<file path="src/rtl/seven_seg_scanner_pkg.sv">
// Shared constants for the six-digit multiplexed clock display.
// All glyphs are active-low, with seg[0]=a through seg[6]=g.
package seven_seg_scanner_pkg;

    localparam int NUM_DIGITS = 6;

    localparam logic [6:0] SEG_0     = 7'h40;
    localparam logic [6:0] SEG_1     = 7'h79;
    localparam logic [6:0] SEG_2     = 7'h24;
    localparam logic [6:0] SEG_3     = 7'h30;
    localparam logic [6:0] SEG_4     = 7'h19;
    localparam logic [6:0] SEG_5     = 7'h12;
    localparam logic [6:0] SEG_6     = 7'h02;
    localparam logic [6:0] SEG_7     = 7'h78;
    localparam logic [6:0] SEG_8     = 7'h00;
    localparam logic [6:0] SEG_9     = 7'h10;
    localparam logic [6:0] SEG_DASH  = 7'h3F;
    localparam logic [6:0] SEG_BLANK = 7'h7F;
    localparam logic [5:0] AN_OFF    = 6'h3F;

    typedef logic [3:0] bcd_t;
    typedef logic [2:0] digit_idx_t;

endpackage

</file>
<file path="src/rtl/seven_seg_scanner_bcd_to_seg.sv">
// Combinational BCD to active-low 7-segment decoder.
// Codes above 9 are shown as a dash so corrupt digits are visible on the display.
module bcd_to_seg
    import seven_seg_scanner_pkg::*;
(
    input  logic [3:0] bcd,
    output logic [6:0] seg
);

    always_comb begin
        seg = SEG_DASH;
        case (bcd)
            4'd0: seg = SEG_0;
            4'd1: seg = SEG_1;
            4'd2: seg = SEG_2;
            4'd3: seg = SEG_3;
            4'd4: seg = SEG_4;
            4'd5: seg = SEG_5;
            4'd6: seg = SEG_6;
            4'd7: seg = SEG_7;
            4'd8: seg = SEG_8;
            4'd9: seg = SEG_9;
            default: seg = SEG_DASH;
        endcase
    end

endmodule

</file>
<file path="src/rtl/seven_seg_scanner.sv">
// Scans a coherent HH:MM:SS snapshot onto a six-digit common-anode display,
// with ghost blanking, hour leading-zero suppression and a blinking separator.
module seven_seg_scanner
    import seven_seg_scanner_pkg::*;
#(
    parameter int DIGIT_CYCLES = 50_000,
    parameter int BLANK_CYCLES = 500,
    parameter int BLINK_CYCLES = 25_000_000
) (
    input  logic       clk,
    input  logic       reset,
    input  logic [3:0] sec_ones,
    input  logic [3:0] sec_tens,
    input  logic [3:0] min_ones,
    input  logic [3:0] min_tens,
    input  logic [3:0] hour_ones,
    input  logic [3:0] hour_tens,
    input  logic       blank_lz,
    input  logic       colon_en,
    output logic [6:0] seg,
    output logic       dp,
    output logic [5:0] an,
    output logic       frame_tick
);

    localparam int SLOT_W  = $clog2(DIGIT_CYCLES);
    localparam int BLINK_W = $clog2(BLINK_CYCLES);

    localparam logic [SLOT_W-1:0]  SLOT_LAST  = SLOT_W'(DIGIT_CYCLES - 1);
    localparam logic [SLOT_W-1:0]  SLOT_LIT   = SLOT_W'(BLANK_CYCLES);
    localparam logic [BLINK_W-1:0] BLINK_LAST = BLINK_W'(BLINK_CYCLES - 1);
    localparam digit_idx_t         DIGIT_LAST = digit_idx_t'(NUM_DIGITS - 1);

    logic [SLOT_W-1:0]  slot_cnt;
    logic [BLINK_W-1:0] blink_cnt;
    digit_idx_t         digit_idx;
    logic               blink_phase;
    bcd_t               snap [NUM_DIGITS];

    logic       frame_end;
    logic       lit;
    bcd_t       cur_bcd;
    logic [6:0] glyph;
    logic [6:0] seg_next;
    logic [5:0] an_next;
    logic       dp_next;

    assign frame_end = (slot_cnt == SLOT_LAST) && (digit_idx == DIGIT_LAST);

    // Inputs are captured only at the very end of the hour_tens slot, so every frame shows one time value.
    always_ff @(posedge clk or negedge reset) begin
        if (!reset) begin
            slot_cnt    <= '0;
            digit_idx   <= '0;
            blink_cnt   <= '0;
            blink_phase <= 1'b0;
            for (int i = 0; i < NUM_DIGITS; i++) snap[i] <= '0;
        end else begin
            if (slot_cnt == SLOT_LAST) begin
                slot_cnt  <= '0;
                digit_idx <= (digit_idx == DIGIT_LAST) ? '0 : digit_idx + 3'd1;
            end else begin
                slot_cnt <= slot_cnt + 1'b1;
            end

            if (blink_cnt == BLINK_LAST) begin
                blink_cnt   <= '0;
                blink_phase <= ~blink_phase;
            end else begin
                blink_cnt <= blink_cnt + 1'b1;
            end

            if (frame_end) begin
                snap[0] <= sec_ones;
                snap[1] <= sec_tens;
                snap[2] <= min_ones;
                snap[3] <= min_tens;
                snap[4] <= hour_ones;
                snap[5] <= hour_tens;
            end
        end
    end

    always_comb begin
        cur_bcd = snap[0];
        case (digit_idx)
            3'd1:    cur_bcd = snap[1];
            3'd2:    cur_bcd = snap[2];
            3'd3:    cur_bcd = snap[3];
            3'd4:    cur_bcd = snap[4];
            3'd5:    cur_bcd = snap[5];
            default: cur_bcd = snap[0];
        endcase
    end

    bcd_to_seg u_bcd_to_seg (
        .bcd (cur_bcd),
        .seg (glyph)
    );

    // The first BLANK_CYCLES of each slot keep every anode off to hide the previous digit's ghost.
    always_comb begin
        lit      = (slot_cnt >= SLOT_LIT);
        an_next  = lit ? ~(6'b000001 << digit_idx) : AN_OFF;
        seg_next = glyph;
        if (blank_lz && (digit_idx == DIGIT_LAST) && (snap[NUM_DIGITS-1] == 4'd0))
            seg_next = SEG_BLANK;
        dp_next  = ~(colon_en && blink_phase && lit && ((digit_idx == 3'd2) || (digit_idx == 3'd4)));
    end

    always_ff @(posedge clk or negedge reset) begin
        if (!reset) begin
            an         <= AN_OFF;
            seg        <= SEG_BLANK;
            dp         <= 1'b1;
            frame_tick <= 1'b0;
        end else begin
            an         <= an_next;
            seg        <= seg_next;
            dp         <= dp_next;
            frame_tick <= frame_end;
        end
    end

endmodule

</file>
<file path="config.mk">
export PLATFORM = sky130hd
export DESIGN_NAME = seven_seg_scanner
export DESIGN_NICKNAME = d
export VERILOG_FILES = /design/src/rtl/seven_seg_scanner_pkg.sv /design/src/rtl/seven_seg_scanner_bcd_to_seg.sv /design/src/rtl/seven_seg_scanner.sv
export SDC_FILE = /design/constraint.sdc
export NUM_CORES = 1
export LEC_CHECK = 0
export ABC_AREA = 1
export BUFFER_PORTS_ARGS = -buffer_cell sky130_fd_sc_hd__buf_2
export CAP_MARGIN = 10
export CELL_PAD_IN_SITES_DETAIL_PLACEMENT = 1
export CELL_PAD_IN_SITES_GLOBAL_PLACEMENT = 1
export CORE_MARGIN = 1.5
export CORE_UTILIZATION = 35
export CTS_CLUSTER_DIAMETER = 80
export DETAILED_ROUTE_END_ITERATION = 16
export MAX_ROUTING_LAYER = met4
export PLACE_DENSITY_LB_ADDON = 0.1
export SLEW_MARGIN = 0
export SYNTH_ARGS = -nofsm -noshare
export SYNTH_HDL_FRONTEND = slang
export SYNTH_SLANG_ARGS = --single-unit
export TNS_END_PERCENT = 10
</file>
<file path="constraint.sdc">
create_clock -name clk -period 4.1 [get_ports clk]
set_input_delay 0 -clock clk [delete_from_list [all_inputs] [get_ports clk]]
set_output_delay 0 -clock clk [all_outputs]
set_load 0.05 [all_outputs]
</file>
---- Word-level counts from Yosys, hierarchy flattened ----
Memories as Yosys holds them, arrays and structs flattened.
Cells that the tools add are included.
word-level totals
  input bits .............................. 28
  bits in registers ....................... 84
  memories kept ........................... 1
  bits in read-only memories .............. 112
  output and inout bits ................... 15
  word-level logic and storage cells ...... 44
operators by class
  add/subtract/negate cells ............... 3
  multiplexer cells ....................... 6
  magnitude comparators ................... 1
  bitwise gates (word level) .............. 3
  reductions and logical operators ........ 8
  shift operators ......................... 1
  equal/unequal tests ..................... 7
memories
  memory            words  bits a word  read ports  clocked after memory_dff  write ports  RTL line                            source
  (name not given)  16     7            1           0                         0            seven_seg_scanner_bcd_to_seg.sv:12  case (bcd)
operator list
  kind                   count
  $add 25x1->25 const B  1
  $eq 25x25->1 const B   1
  $mux 25                1
  $pmux 4 s5             1
  $add 16x1->16 const B  1
  $eq 16x16->1 const B   1
  $ge 16x9->1 const B    1
  $mux 16                1
  $mux 7                 1
  $eq 3x2->1 const B     2
  $eq 3x3->1 const B     2
  $logic_and 1x1->1      6
  $mux 6                 1
  $not 6->6              1
  $shl 1x3->6 const A    1
  $logic_not 4->1        1
  $add 3x1->3 const B    1
  $eq 3x1->1 const B     1
  $mux 3                 1
  $not 1->1              2
  $logic_or 1x1->1       1

---- Depth between registers and ports, before layout ----
Gate-level depths: netlist of the first run.
  word-level depth ........................ 4
  depth in mapped cells ................... 16
  mapped depth without buffers ............ 15

---- Modules after synthesis ----
Synthesis of the first run repeated with hierarchy kept, for this count alone.
second synthesis, totals
  cells, all modules ...................... 604
  area, all modules ....................... 4539.4 um2
modules (own cells, without submodules)
  module             area each (um2)  cells each  seq. area each (um2)  times used
  seven_seg_scanner  4351.7           569         2119.5                1
  bcd_to_seg         187.7            35          0.0                   1

---- Worst setup path after synthesis of the first run ----
Ideal clock, no wire load.
  kind .................................... reg2reg
  from .................................... register digit_idx[0]
  to ...................................... register seg[3]
  path slack .............................. 2238 ps
  stages on the path, launching flop included .. 17
  library setup time ...................... 60 ps
  required time ........................... 4040 ps
  arrival ................................. 1801 ps
  buffers on the path ..................... 1
  period minus slack after synthesis ...... 1862 ps
  cells stage by stage .................... dfrtp_1 -> buf_6 -> nand2_1 -> inv_1 -> ha_1 -> inv_1 -> nand2_2 -> nor2_1 -> nand2_2 -> inv_1 -> nor2_4 -> ha_1 -> inv_1 -> nand2_1 -> nand2_1 -> nand2_1 -> nand2_1
on the way
  longest elaborated chain between the ends .. 4
  elaborated cells between the ends (all ways) .. 10
  those cells by class .................... 5 x eq/ne; 2 x mux; 2 x reduce/logical; 1 x memory
ends and longest elaborated chain
  item                                                      RTL line                                           source
  start: declaration                                        seven_seg_scanner.sv:36                            digit_idx_t digit_idx;
  start signal: assignment                                  seven_seg_scanner.sv:61                            digit_idx <= (digit_idx == DIGIT_LAST) ? '0 : digit_idx + 3'd1;
  $eq 3x3->1, or another cell as far along                  seven_seg_scanner.sv:86, seven_seg_scanner.sv:106
  $pmux 4 s5 / $logic_and 1x1->1 (equally long branches)    seven_seg_scanner.sv:86, seven_seg_scanner.sv:106
  $mem_v2 16x7 / $logic_and 1x1->1 (equally long branches)  --
  $mux 7 *                                                  seven_seg_scanner.sv:106                           if (blank_lz && (digit_idx == DIGIT_LAST) && (snap[NUM_DIGITS-1] == 4'd0))
  net seg_next[3]                                           seven_seg_scanner.sv:44                            logic [6:0] seg_next;
  end signal: assignment                                    seven_seg_scanner.sv:119                           seg <= seg_next;
  end: declaration                                          seven_seg_scanner.sv:20                            output logic [6:0] seg,
The timed path passes the listed nets; every way through them passes the cells marked *.
A chain may end at the register's enable or synchronous reset.

---- Worst setup path after layout of the first run ----
  from .................................... register slot_cnt[0]
  to ...................................... register snap[15] (netlist bit)
on the way
  longest elaborated chain between the ends .. 2
ends and longest elaborated chain
  item                      RTL line                 source
  start: declaration        seven_seg_scanner.sv:34  logic [SLOT_W-1:0] slot_cnt;
  start signal: assignment  seven_seg_scanner.sv:63  slot_cnt <= slot_cnt + 1'b1;
  $eq 16x16->1              seven_seg_scanner.sv:48  assign frame_end = (slot_cnt == SLOT_LAST) && (digit_idx == DIGIT_LAST);
  $logic_and 1x1->1         seven_seg_scanner.sv:48
  end: declaration          seven_seg_scanner.sv:38  bcd_t snap [NUM_DIGITS];
No other way between the ends.

==> results_dict.tcl, run 1 <==
set metrics [dict create \
    status "finished clean" \
    routed_via_density 4.68 \
    die_h_um 114 \
    grt_use_total 0.194 \
    drive_above_1_share 0.153 \
    wl_per_cell_um 13.9 \
    reg2reg_to "snap[15]" \
    drt-pass1-iter-count 4 \
    ys_ff_latch 84 \
    critPathTopFamily "simple AND/OR/NAND/NOR gates" \
    clock_sinks 84 \
    cts_buffer_depth 2 \
    path_max_fanout 30 \
    fmax_ghz 0.392 \
    numCtsBuffers 9 \
    endpoint_kind "flip-flop" \
    hold_violations 0 \
    peakVddDrop_uv 232 \
    antenna_found_initial 0 \
    yosys_warnings 0 \
    gp_congestion 0.804 \
    crit_top_cell "nand2_1" \
    setup_tns_ns 0 \
    design_area_um2 5270 \
    overflow 0 \
    min_path_type "input pin to flip-flop" \
    final_util 0.437 \
    ctsHoldBuffers 26 \
    power_frac_seq 0.498 \
    syn_inst 556 \
    htree_levels 3 \
    worst_pin_slew_ns 0.712 \
    slew_headroom 0.524 \
    p_sw_frac 0.227 \
    synth_cell_type_count 33 \
    synth_seq_area_share 0.487 \
    drtAntennaViolNets 0 \
    cts_resized 0 \
    synth_nets 591 \
    skew_ns 0.00693 \
    arrival_ns 2.80 \
    clockRootBuffer "clkbuf_16" \
    synthesis.area_um2 4350 \
    avgSynthCellArea_um2 7.82 \
    place_inst 760 \
    reg2reg_slack_ns 1.55 \
    final_common_cell "nand2_1" \
    crit_buf_inv 2 \
    dpl.hpwl_um 8210 \
    most-common-layout-cells "164 x nand2_1, 77 x inv_1, 70 x dfrtp_1, 64 x nor2_1, 41 x buf_2" \
    regToRegStartpoint "slot_cnt[0]" \
    combPwrFrac 0.030 \
    holdPathEnd "seg[6]" \
    diodes 0 \
    post_cts_buffers 0 \
    core_um2 12100 \
    period_minus_slack_ns 2.55 \
    clock_latency_ns 0.35 \
    die-area_um2 13100 \
    portBuffers 42 \
    drc_errors 0 \
    fin_crit_sh 0.622 \
    instances_no_fill 802 \
    cts_tree "yes" \
    clk_pin_slew_ns 0.06 \
    finalSetupViolations 0 \
    crit_path_cell_trace "ha_1 -> nand3_2 -> nor4_1 -> nand2_1 -> inv_1 -> nand2_1 -> inv_2 -> nand2_1 -> o21ai_0" \
    critical_path.max_stage_delay_ns 0.59 \
    slowest_stage "inv_2" \
    boundaryPins 43 \
    intPower_mw 1.29 \
    min_from "blank_lz" \
    rows 40 \
    rsz0062_at_grt "false" \
    nNetsFinal 664 \
    r2r_cells 9 \
    hold_depth 3 \
    drt_iter0_drc 137 \
    powerDensity_nw_per_um2 316 \
    grt_max_degree 46 \
    regArea_um2 2120 \
    crit_required_ns 4.35 \
    initial_core_util 0.361 \
    worst_setup_path_start_kind "flip-flop" \
    multiInputGateArea_um2 1860 \
    fill_cells 1475 \
    worst-setup-path-type "flip-flop to flip-flop" \
    switchingPower_mw 0.378 \
    place_area_um2 4720 \
    wirelength_um 11100 \
    syn_to_final_growth_pct 21.0 \
    vias 3753 \
    grt_pass1_vias 3914 \
    cap_violations 0 \
    grt_pass1_wl_um 19100 \
    leakage_nw 2.58 \
    drv_slew 0 \
    die_w_um 114 \
    clockPowerShare 0.472 \
]
==> how the worst max path moves through the flow <==
stage | startpoint | endpoint | slack (ns) | cells after the start
2_1_floorplan | digit_idx[0] | seg[3] | 2.24 | 16
3_5_place_dp | slot_cnt[0] | snap[15] | 1.52 | 8
5_1_grt | slot_cnt[0] | snap[23] | 1.26 | 9
3_3_place_gp | slot_cnt[0] | snap[15] | 1.62 | 8
4_1_cts | slot_cnt[0] | snap[15] | 1.50 | 8
6_report | slot_cnt[0] | snap[15] | 1.55 | 9
==> layout make-up <==
type                            instances  share of cell area
Inverter                               82              0.0587
Clock buffer                           10              0.0454
Timing Repair Buffer                   69              0.0913
Tap cell                              168              0.0399
Sequential cell                        84               0.403
Multi-Input combinational cell        383               0.353
Clock inverter                          6             0.00927
==> per-stage QoR <==
| step | power (mW) | setup WS (ns) | hold slack, ns |
|---|---|---|---|
| after floorplan | 0.845 | 2.24 | -0.296 |
| after global placement | 0.877 | 1.62 | 0.0283 |
| after detailed placement | 0.877 | 1.52 | 0.0311 |
| after CTS | 1.69 | 1.50 | 0.00727 |
| after global routing | 1.72 | 1.26 | 0.0311 |
| final | 1.67 | 1.55 | 0.0330 |
==> metal layers <==
| metal | global-route usage | routed length (um) |
|---|---|---|
| met5 | - | 0 |
| met4 | 0.0425 | 80 |
| met3 | 0.0482 | 316 |
| met2 | 0.311 | 5380 |
| met1 | 0.250 | 5350 |
==> synth_stat cells <==
master / n / area share
o21ai_0: 14 / 0.016
or2_2: 1 / 0.0014
nor2_1: 64 / 0.055
nor3_1: 18 / 0.021
nand2_2: 3 / 0.0043
o21ai_1: 4 / 0.0046
a31oi_1: 1 / 0.0014
o31ai_1: 1 / 0.0017
nor2_2: 5 / 0.0072
clkinv_2: 1 / 0.0011
a21oi_1: 12 / 0.014
nand2_1: 164 / 0.14
buf_6: 3 / 0.0078
nand2_4: 3 / 0.0078
ha_1: 7 / 0.020
nand3b_1: 2 / 0.0035
or2_4: 1 / 0.0020
dfstp_2: 14 / 0.085
nor2_4: 1 / 0.0026
nor3b_1: 1 / 0.0017
xor2_1: 12 / 0.024
inv_1: 77 / 0.066
nand3_2: 3 / 0.0069
xnor2_1: 2 / 0.0040
nand4_1: 19 / 0.027
buf_4: 4 / 0.0069
nand3_1: 37 / 0.043
nor4_1: 4 / 0.0058
dfrtp_1: 70 / 0.40
o31ai_2: 1 / 0.0029
inv_2: 4 / 0.0035
a21boi_4: 1 / 0.0043
o21bai_1: 2 / 0.0035
==> sequential cells by signal (all words and copies together), names as in the netlist <==
| register | flops |
|---|---|
| blink_cnt | 25 |
| snap | 24 |
| slot_cnt | 16 |
| seg | 7 |
| an | 6 |
| digit_idx | 3 |
| blink_phase | 1 |
| dp | 1 |
| frame_tick | 1 |
==> cells by family after synthesis <==
kind of cell	share of synthesized area
and+or+nand+nor	0.330
buffers and inverters	0.0857
DFF	0.487
AOI/OAI and AO/OA	0.0483
xor gates and xnor gates	0.0282
adders and majority gates	0.0201
==> power groups by stage <==
stage	clock, mW	combinational, mW	sequential, mW
after CTS	0.812	0.0517	0.829
after detailed placement	0	0.0329	0.844
final	0.786	0.0500	0.829
after global routing	0.836	0.0567	0.829
after floorplan	0	0.0000107	0.845
after global placement	0	0.0326	0.844
==> worst reg2reg max path, cell delays in order (launching register included) <==
cell     delay [ns]
dfrtp_1        0.40
ha_1           0.21
nand3_2        0.13
nor4_1         0.24
nand2_1        0.12
inv_1          0.11
nand2_1        0.43
inv_2          0.60
nand2_1        0.12
o21ai_0        0.11
Note: power is estimated with default switching activity, not from simulation.
==> run 2, diff against run 1 <==
==> constraint.sdc (replaced) <==
create_clock -name clk -period 2.4 [get_ports clk]
set_input_delay 0 -clock clk [delete_from_list [all_inputs] [get_ports clk]]
set_output_delay 0 -clock clk [all_outputs]
set_load 0.05 [all_outputs]
==> results_dict.tcl, run 2 (synthesis results as in run 1) <==
set metrics [dict create \
    clock_sinks 84 \
    htree_levels 3 \
    top_register "blink_cnt" \
    gp_congestion 0.832 \
    powerDensity_nw_per_um2 585 \
    final_common_cell "nand2_1" \
    fin_crit_sh 0.883 \
    largestRegisters "blink_cnt: 25 flops, snap: 24 flops, slot_cnt: 16 flops" \
    slowest_stage "dfrtp_1" \
    dpl_worst_slack_ns 0.268 \
    numCtsBuffers 9 \
    peakVddDrop_uv 346 \
    skew_ns 0.00348 \
    crit_path_cell_trace "nand2_1 -> inv_1 -> ha_1 -> inv_1 -> nand2_2 -> nor2_1 -> nand2_1 -> inv_1 -> nor2_1 -> ha_1 -> nand3_1 -> nand3_1 -> nand3_1" \
    overflow 0 \
    die-area_um2 13100 \
    boundaryPins 43 \
    initial_core_util 0.361 \
    drtAntennaViolNets 0 \
    die_h_um 114 \
    die_w_um 114 \
    clockRootBuffer "clkbuf_16" \
    path_max_fanout 8 \
    worst-setup-path-type "flip-flop to flip-flop" \
    cts_buffer_depth 2 \
    arrival_ns 2.38 \
    endpoint_kind "flip-flop" \
    status "finished clean" \
    crit_required_ns 2.66 \
    rsz0062_at_grt "false" \
    cap_violations 0 \
    drt-pass1-iter-count 4 \
    rows 40 \
    setup_ws_ns 0.281 \
    drv_slew 0 \
    design_area_um2 5360 \
    worst_setup_path_start_kind "flip-flop" \
    place_area_um2 4750 \
    syn_to_final_growth_pct 23.1 \
    leakage_nw 2.63 \
    post_cts_buffers 0 \
    grt_use_total 0.196 \
    final_util 0.444 \
    grt_max_degree 44 \
    drive_above_1_share 0.155 \
    hold_violations 0 \
    nNetsFinal 667 \
    dpl.hpwl_um 8430 \
    critical_path.max_stage_delay_ns 0.52 \
    wirelength_um 11600 \
    clock_latency_ns 0.34 \
    drt_iter0_drc 128 \
    total_power_mw 3.13 \
    vias 3782 \
    drc_errors 0 \
    grt_pass1_vias 3980 \
    core_um2 12100 \
    finalSetupViolations 0 \
    portBuffers 42 \
    diodes 0 \
    min_path_type "input pin to flip-flop" \
    worst_pin_slew_ns 0.587 \
    period_minus_slack_ns 2.12 \
    fmax_ghz 0.472 \
    slew_headroom 0.608 \
    setup_tns_ns 0 \
    routed_via_density 4.70 \
    clk_pin_slew_ns 0.06 \
    cts_tree "yes" \
    largest_register_ffs 25 \
    wl_per_cell_um 14.4 \
    antenna_found_initial 0 \
    most-common-layout-cells "164 x nand2_1, 77 x inv_1, 70 x dfrtp_1, 64 x nor2_1, 41 x buf_2" \
    grt_pass1_wl_um 19500 \
]
## run 2: worst paths after layout
check	startpoint	cells past startpoint	endpoint	slack [ns]
max	digit_idx[0]	13	seg[4]	0.28
min	blank_lz	3	seg[6]	0.03
max reg2reg	digit_idx[0]	13	seg[4]	0.28
min reg2reg	blink_phase	1	blink_phase	0.48
max in group asynchronous	reset	3	an[0]	1.51
min in group asynchronous	reset	2	blink_cnt[17]	0.21
## run 2: routing by layer
metal,global-route usage,wire (um),vias up
met5,-,0,-
met4,0.0642,206,0
met3,0.0286,359,16
met2,0.317,5430,60
met1,0.255,5570,1806
li1,-,-,1900
## run 2: area by class of cell
cell class                      count  area, um2
Tap cell                          168        210
Timing Repair Buffer               72        515
Sequential cell                    84       2120
Inverter                           82        310
Fill cell                        1479       6710
Clock inverter                      5        100
Clock buffer                       11        243
Multi-Input combinational cell    383       1860
## run 2: worst max-delay path, delay by kind of cell, from the launching register on
kind                       cells  cell delay, ns
and+or+nand+nor                8            0.83
buffers and inverters          3            0.19
DFF                            1            0.52
adders and majority gates      2            0.50
## run 2: what timing repair did
item,in CTS,in global routing
endpoints found under the setup margin,0,1
hold buffers,26,0
resized for setup,0,1
hold endpoints to repair,56,0
## run 2: power breakdown
group / switching (mW) / total [mW] / internal, mW
logic: 0.0413 / 0.0888 / 0.0475
registers: 0 / 1.42 / 1.42
clock network: 0.584 / 1.63 / 1.04
total: 0.625 / 3.13 / 2.51
## run 2: through the flow
step	hold slack [ns]	std cells
floorplan	-0.296	556
finish	0.0299	805
global route	0.0590	805
detailed placement	0.0506	763
CTS	0.0304	805
global placement	0.0428	763
